==> src/rtl/pe_edge_feeder.sv <==
// pe_edge_feeder: streams a buffered FP32 vector into a PE edge lane and captures its settled accumulation
module pe_edge_feeder #(
    parameter int DEPTH     = 16,
    parameter int QUIET_CYC = 4
) (
    input  logic                     clk,
    input  logic                     nrst,
    input  logic                     wr_en,
    input  logic [$clog2(DEPTH)-1:0] wr_addr,
    input  logic [31:0]              wr_dat,
    input  logic [$clog2(DEPTH):0]   len,
    input  logic                     start,
    output logic                     busy,
    output logic                     out_valid,
    output logic [31:0]              out_dat,
    input  logic                     out_ready,
    input  logic                     comp_done,
    input  logic [31:0]              accum_sum,
    input  logic                     error_bit,
    output logic [$clog2(DEPTH):0]   sent_cnt,
    output logic                     done,
    output logic [31:0]              result,
    output logic                     result_err
);
    localparam int AW = $clog2(DEPTH);
    localparam int LW = AW + 1;
    localparam int QW = $clog2(QUIET_CYC) + 1;
    localparam logic [1:0] IDLE  = 2'd0;
    localparam logic [1:0] SEND  = 2'd1;
    localparam logic [1:0] DRAIN = 2'd2;
    localparam logic [1:0] FIN   = 2'd3;

    logic [1:0]    state;
    logic [31:0]   mem [DEPTH];
    logic [LW-1:0] len_q, len_c;
    logic [QW-1:0] quiet_cnt;
    logic          seen_low, hs, last, fire;

    // sent_cnt doubles as the read index: both clear on start and advance on each handshake
    assign len_c     = (len > LW'(DEPTH)) ? LW'(DEPTH) : len;
    assign busy      = state != IDLE;
    assign out_valid = state == SEND;
    assign out_dat   = out_valid ? mem[sent_cnt[AW-1:0]] : '0;
    assign hs        = out_valid & out_ready;
    assign last      = sent_cnt == len_q - LW'(1);
    assign fire      = state == DRAIN && comp_done && seen_low && quiet_cnt == QW'(QUIET_CYC - 1);
    assign done      = state == FIN;

    always_ff @(posedge clk or negedge nrst) begin
        if (!nrst)
            for (int i = 0; i < DEPTH; i++) mem[i] <= '0;
        else if (wr_en && state == IDLE)
            mem[wr_addr] <= wr_dat;
    end

    always_ff @(posedge clk or negedge nrst) begin
        if (!nrst) begin
            state      <= IDLE;
            len_q      <= '0;
            sent_cnt   <= '0;
            seen_low   <= 1'b0;
            quiet_cnt  <= '0;
            result     <= '0;
            result_err <= 1'b0;
        end else begin
            case (state)
                IDLE: if (start) begin
                    if (len_c == '0) begin
                        state      <= FIN;
                        result     <= '0;
                        result_err <= 1'b0;
                    end else begin
                        state     <= SEND;
                        len_q     <= len_c;
                        sent_cnt  <= '0;
                        seen_low  <= 1'b0;
                        quiet_cnt <= '0;
                    end
                end
                SEND: begin
                    if (!comp_done) seen_low <= 1'b1;
                    if (hs) begin
                        sent_cnt <= sent_cnt + LW'(1);
                        if (last) state <= DRAIN;
                    end
                end
                DRAIN: begin
                    // a stale high level only counts once a low has been observed this run
                    if (!comp_done) begin
                        seen_low  <= 1'b1;
                        quiet_cnt <= '0;
                    end else if (seen_low) begin
                        quiet_cnt <= quiet_cnt + QW'(1);
                    end
                    if (fire) begin
                        result     <= accum_sum;
                        result_err <= error_bit;
                        state      <= FIN;
                    end
                end
                default: state <= IDLE;
            endcase
        end
    end
endmodule
==> config.mk <==
export PLATFORM = sky130hd
export DESIGN_NAME = pe_edge_feeder
export DESIGN_NICKNAME = d
export VERILOG_FILES = /design/src/rtl/pe_edge_feeder.sv
export SDC_FILE = /design/constraint.sdc
export NUM_CORES = 1
export LEC_CHECK = 0
export ABC_CLOCK_PERIOD_IN_PS = 2950
export CAP_MARGIN = 20
export CELL_PAD_IN_SITES_DETAIL_PLACEMENT = 1
export CELL_PAD_IN_SITES_GLOBAL_PLACEMENT = 2
export CORE_MARGIN = 2
export CORE_UTILIZATION = 44
export CTS_CLUSTER_SIZE = 28
export DETAILED_ROUTE_END_ITERATION = 8
export GPL_ROUTABILITY_DRIVEN = 0
export PLACE_DENSITY_LB_ADDON = 0.1
export REMOVE_ABC_BUFFERS = 1
export SYNTH_ARGS = -nofsm -noshare
export SYNTH_HDL_FRONTEND = slang
export SYNTH_SLANG_ARGS = --single-unit
==> constraint.sdc <==
create_clock -name clk -period 2.95 [get_ports clk]
set_input_delay 0.4425 -clock clk [delete_from_list [all_inputs] [get_ports clk]]
set_output_delay 0.4425 -clock clk [all_outputs]
set_load 0.03 [all_outputs]
==> run_results.csv <==
group,metric,value,unit
yosys,synth_fa_ha_area_share,0.395,%
yosys,synth_xor_area_share,0.277,%
yosys,syn_area_per_cell,16.2,µm²
power_and_ir_drop,power_density,1080,mW/mm²
floorplanning,die_w,244,µm
power_and_ir_drop,power,33.5,mW
sta,tightestPinTransition,599,ps
route,vias_per_cell,5.72,
yosys,synth_edf_count,0,
critical_path,cp_cell_sequence,"buf_12 -> buf_16 -> buf_16 -> mux4_2 -> mux4_2 -> and2_4 -> buf_6",
critical_path,arrival,2860,ps
route,drc,0,
yosys,ys_types,40,
critical_path,cp_data_required_time,2510,ps
min_path,hp-class,"in -> async",
grt,antenna_found_initial,2,
critical_path,startpoint,"sent_cnt[0]",
critical_path,critPathKind,"reg -> out",
cells_and_area,area_growth,22.9,%
route,wl_per_cell,27.3,µm
critical_path,r2r-start,"state[1]",
cells_and_area,fin_util,55.0,%
grt,grt_overflow,0,
clock_tree,cts_tree,"done",
yosys,synth_mux_area_share,37.3,%
outcome,violations,"negative setup slack",
sta,finClkSkew,26.4,ps
floorplanning,design.portCount,153,
yosys,synth_top_family_by_area,"multiplexers",
cells_and_area,insertedDiodeCount,0,
yosys,seq_area_frac_synth,55.4,%
grt,grt_pass1_wl,106000,µm
route,dr.pass1.iters,4,
floorplanning,fp.dieArea,0.0595,mm²
yosys,ys_ff_latch,561,
route,vias,14603,
placement,dpl.cell_count,2398,
route,drt_iter0_drc,700,
critical_path,crit_fanout,6,
clock_tree,htreeDepth,2,
yosys,synth_simple_gate_area_share,2.11,%
power_and_ir_drop,vdd_ir_drop_max,0.584,mV
clock_tree,numCtsBuffers,60,
yosys,synth_area,0.0253,mm²
critical_path,cpPeakStageDelay,520,ps
sta,fmax,303,MHz
route,ant_nets,0,
cells_and_area,final_cell_count_no_fill,2552,
clock_tree,path_clk_slew,60,ps
sta,finalCritPeriodShare,112,%
sta,drv_slew,0,
cells_and_area,drive_gt1_share,51.2,%
yosys,ys_warn_count,0,
route,routed_wl,69600,µm
placement,dp_hpwl,36800,µm
clock_tree,insertion_delay,650,ps
critical_path,cp-end-kind,"output port",
sta,finalSetupTns,-9720,ps
cells_and_area,fin_nets,1834,
floorplanning,rows,87,
sta,hold_viol,0,
outcome,status,"finished with violations",
critical_path,start_kind,"flip-flop",
yosys,synth.top_cell.area_share,55.4,%
critical_path,critical-path-slowest-cell,"mux4_2",
sta,fin_ws,-353,ps
sta,setup_violations,32,
power_and_ir_drop,p_leak,14.0,nW
clock_tree,cts_sinks,561,
sta,hold-worst-slack,377,ps
sta,grt_setup_unrepaired,"yes",
cells_and_area,multi_input_area,0.0108,mm²
cells_and_area,fillers,5178,
yosys,synth_top_area_cell,"dfrtp_1",
yosys,synth_compound_area_share,1.87,%
cells_and_area,register_area,0.0140,mm²
yosys,synth_cells,1566,
placement,io_buffers,152,
yosys,synth_commonest_cells,"561 x dfrtp_1, 469 x mux2_2, 160 x mux4_2",
sta,maxSlewHeadroom,60.0,%
grt,grt_pass1_vias,16373,
sta,fin_crit,3300,ps
clock_tree,cts-root-buf,"clkbuf_16",
critical_path,r2r_end,"state[1]",
clock_tree,cts_buffer_depth,3,
job,cap_viol_max_count,0,
grt,grt_max_degree,84,
floorplanning,die_h,244,µm
yosys,ys.flop_type,"dfrtp_1",
floorplanning,initial_core_util,44.7,%
grt,grt_usage,23.7,%
critical_path,ff2ff_path_depth,6,
yosys,synthArstFlopShare,100,%
yosys,ys_top_cells_by_area,"dfrtp_1 55%, mux2_2 21%, mux4_2 14%",
floorplanning,coreArea,0.0566,mm²
yosys,yosysMostFrequentCell,"dfrtp_1",
critical_path,rrSetupSlack,590,ps
layer usage:
layer  wire length (µm)  global-route usage [%]  vias to the layer above
met4               1410                    5.18                        4
met3               2700                    3.99                      109
met5                 26                       0                        -
li1                   -                       -                     6222
met1              30800                    32.7                     8031
met2              34700                    39.8                      237
sequential cells by signal, summed over array words and instances, names as in the netlist:
signal / cells
state: 2
quiet_cnt: 3
sent_cnt: 5
result: 32
len_q: 5
mem: 512
seen_low: 1
result_err: 1
power by group:
group	leakage (nW)	switching (mW)	total (mW)	internal, mW
registers	7.36	1.76	12.8	11.1
clock network	1.03	3.19	7.85	4.67
logic	5.61	5.18	12.9	7.68
total	14.0	10.1	33.5	23.4
worst max path at each step:
stage	to	depth (start not counted)
2_1_floorplan	out_dat[0]	3
3_3_place_gp	out_dat[9]	5
5_1_grt	out_dat[15]	7
3_5_place_dp	out_dat[15]	5
6_report	out_dat[10]	7
4_1_cts	out_dat[0]	7
layout by cell type, fill, tap and decap left out, types with 3 or more instances in the layout:
master / instances
dfrtp_1: 558
clkbuf_16: 68
a21oi_1: 8
inv_1: 8
buf_12: 37
nor3_1: 5
nand4_1: 3
buf_16: 12
buf_6: 37
bufinv_16: 6
mux2_2: 469
clkbuf_1: 12
clkbuf_8: 16
nor2_1: 13
ha_1: 7
buf_4: 39
o21ai_0: 8
a22o_1: 33
nor2_4: 9
nand2b_1: 6
clkinv_2: 15
xnor2_1: 6
and2_4: 32
nand2_1: 15
mux4_2: 160
o22ai_1: 3
mux2_1: 49
clkdlybuf4s50_1: 118
per-stage QoR:
stage	cell area (µm²)	setup slack, ps
floorplan	24700	-4120
global placement	28100	20.2
detailed placement	28100	-2.92
CTS	30900	-404
global route	31100	-425
finish	31100	-353
worst max-delay path: cells and delay by family (launching register included):
kind	cells	cell delay, ps
buf+inv	4	590
flops	1	510
mux	2	950
simple gates	1	180
what timing repair did:
| action | in CTS | in global routing |
|---|---|---|
| pin swaps | 1 | 0 |
| gates resized for setup | 150 | 4 |
| hold endpoints to repair | 56 | 0 |
| setup endpoints to repair | 33 | 33 |
| hold buffers | 1 | 0 |
| setup buffers | 18 | 7 |
| cloned | 10 | 8 |
cell type report:
| class | count | share of cell area, % |
|---|---|---|
| Inverter | 9 | 0.113 |
| Clock buffer | 88 | 5.68 |
| Tap cell | 756 | 3.04 |
| Timing Repair Buffer | 255 | 10.3 |
| Sequential cell | 561 | 45.1 |
| Multi-Input combinational cell | 859 | 34.7 |
| Clock inverter | 24 | 0.981 |
cell families after synthesis:
| logic type | after synthesis |
|---|---|
| adders and majority gates | 8 |
| DFF | 561 |
| muxes | 680 |
| and+or+nand+nor | 101 |
| buffers and inverters | 146 |
| xor gates and xnor gates | 8 |
| AOI/OAI and AO/OA | 62 |
Note: power is estimated with default switching activity, not from simulation.
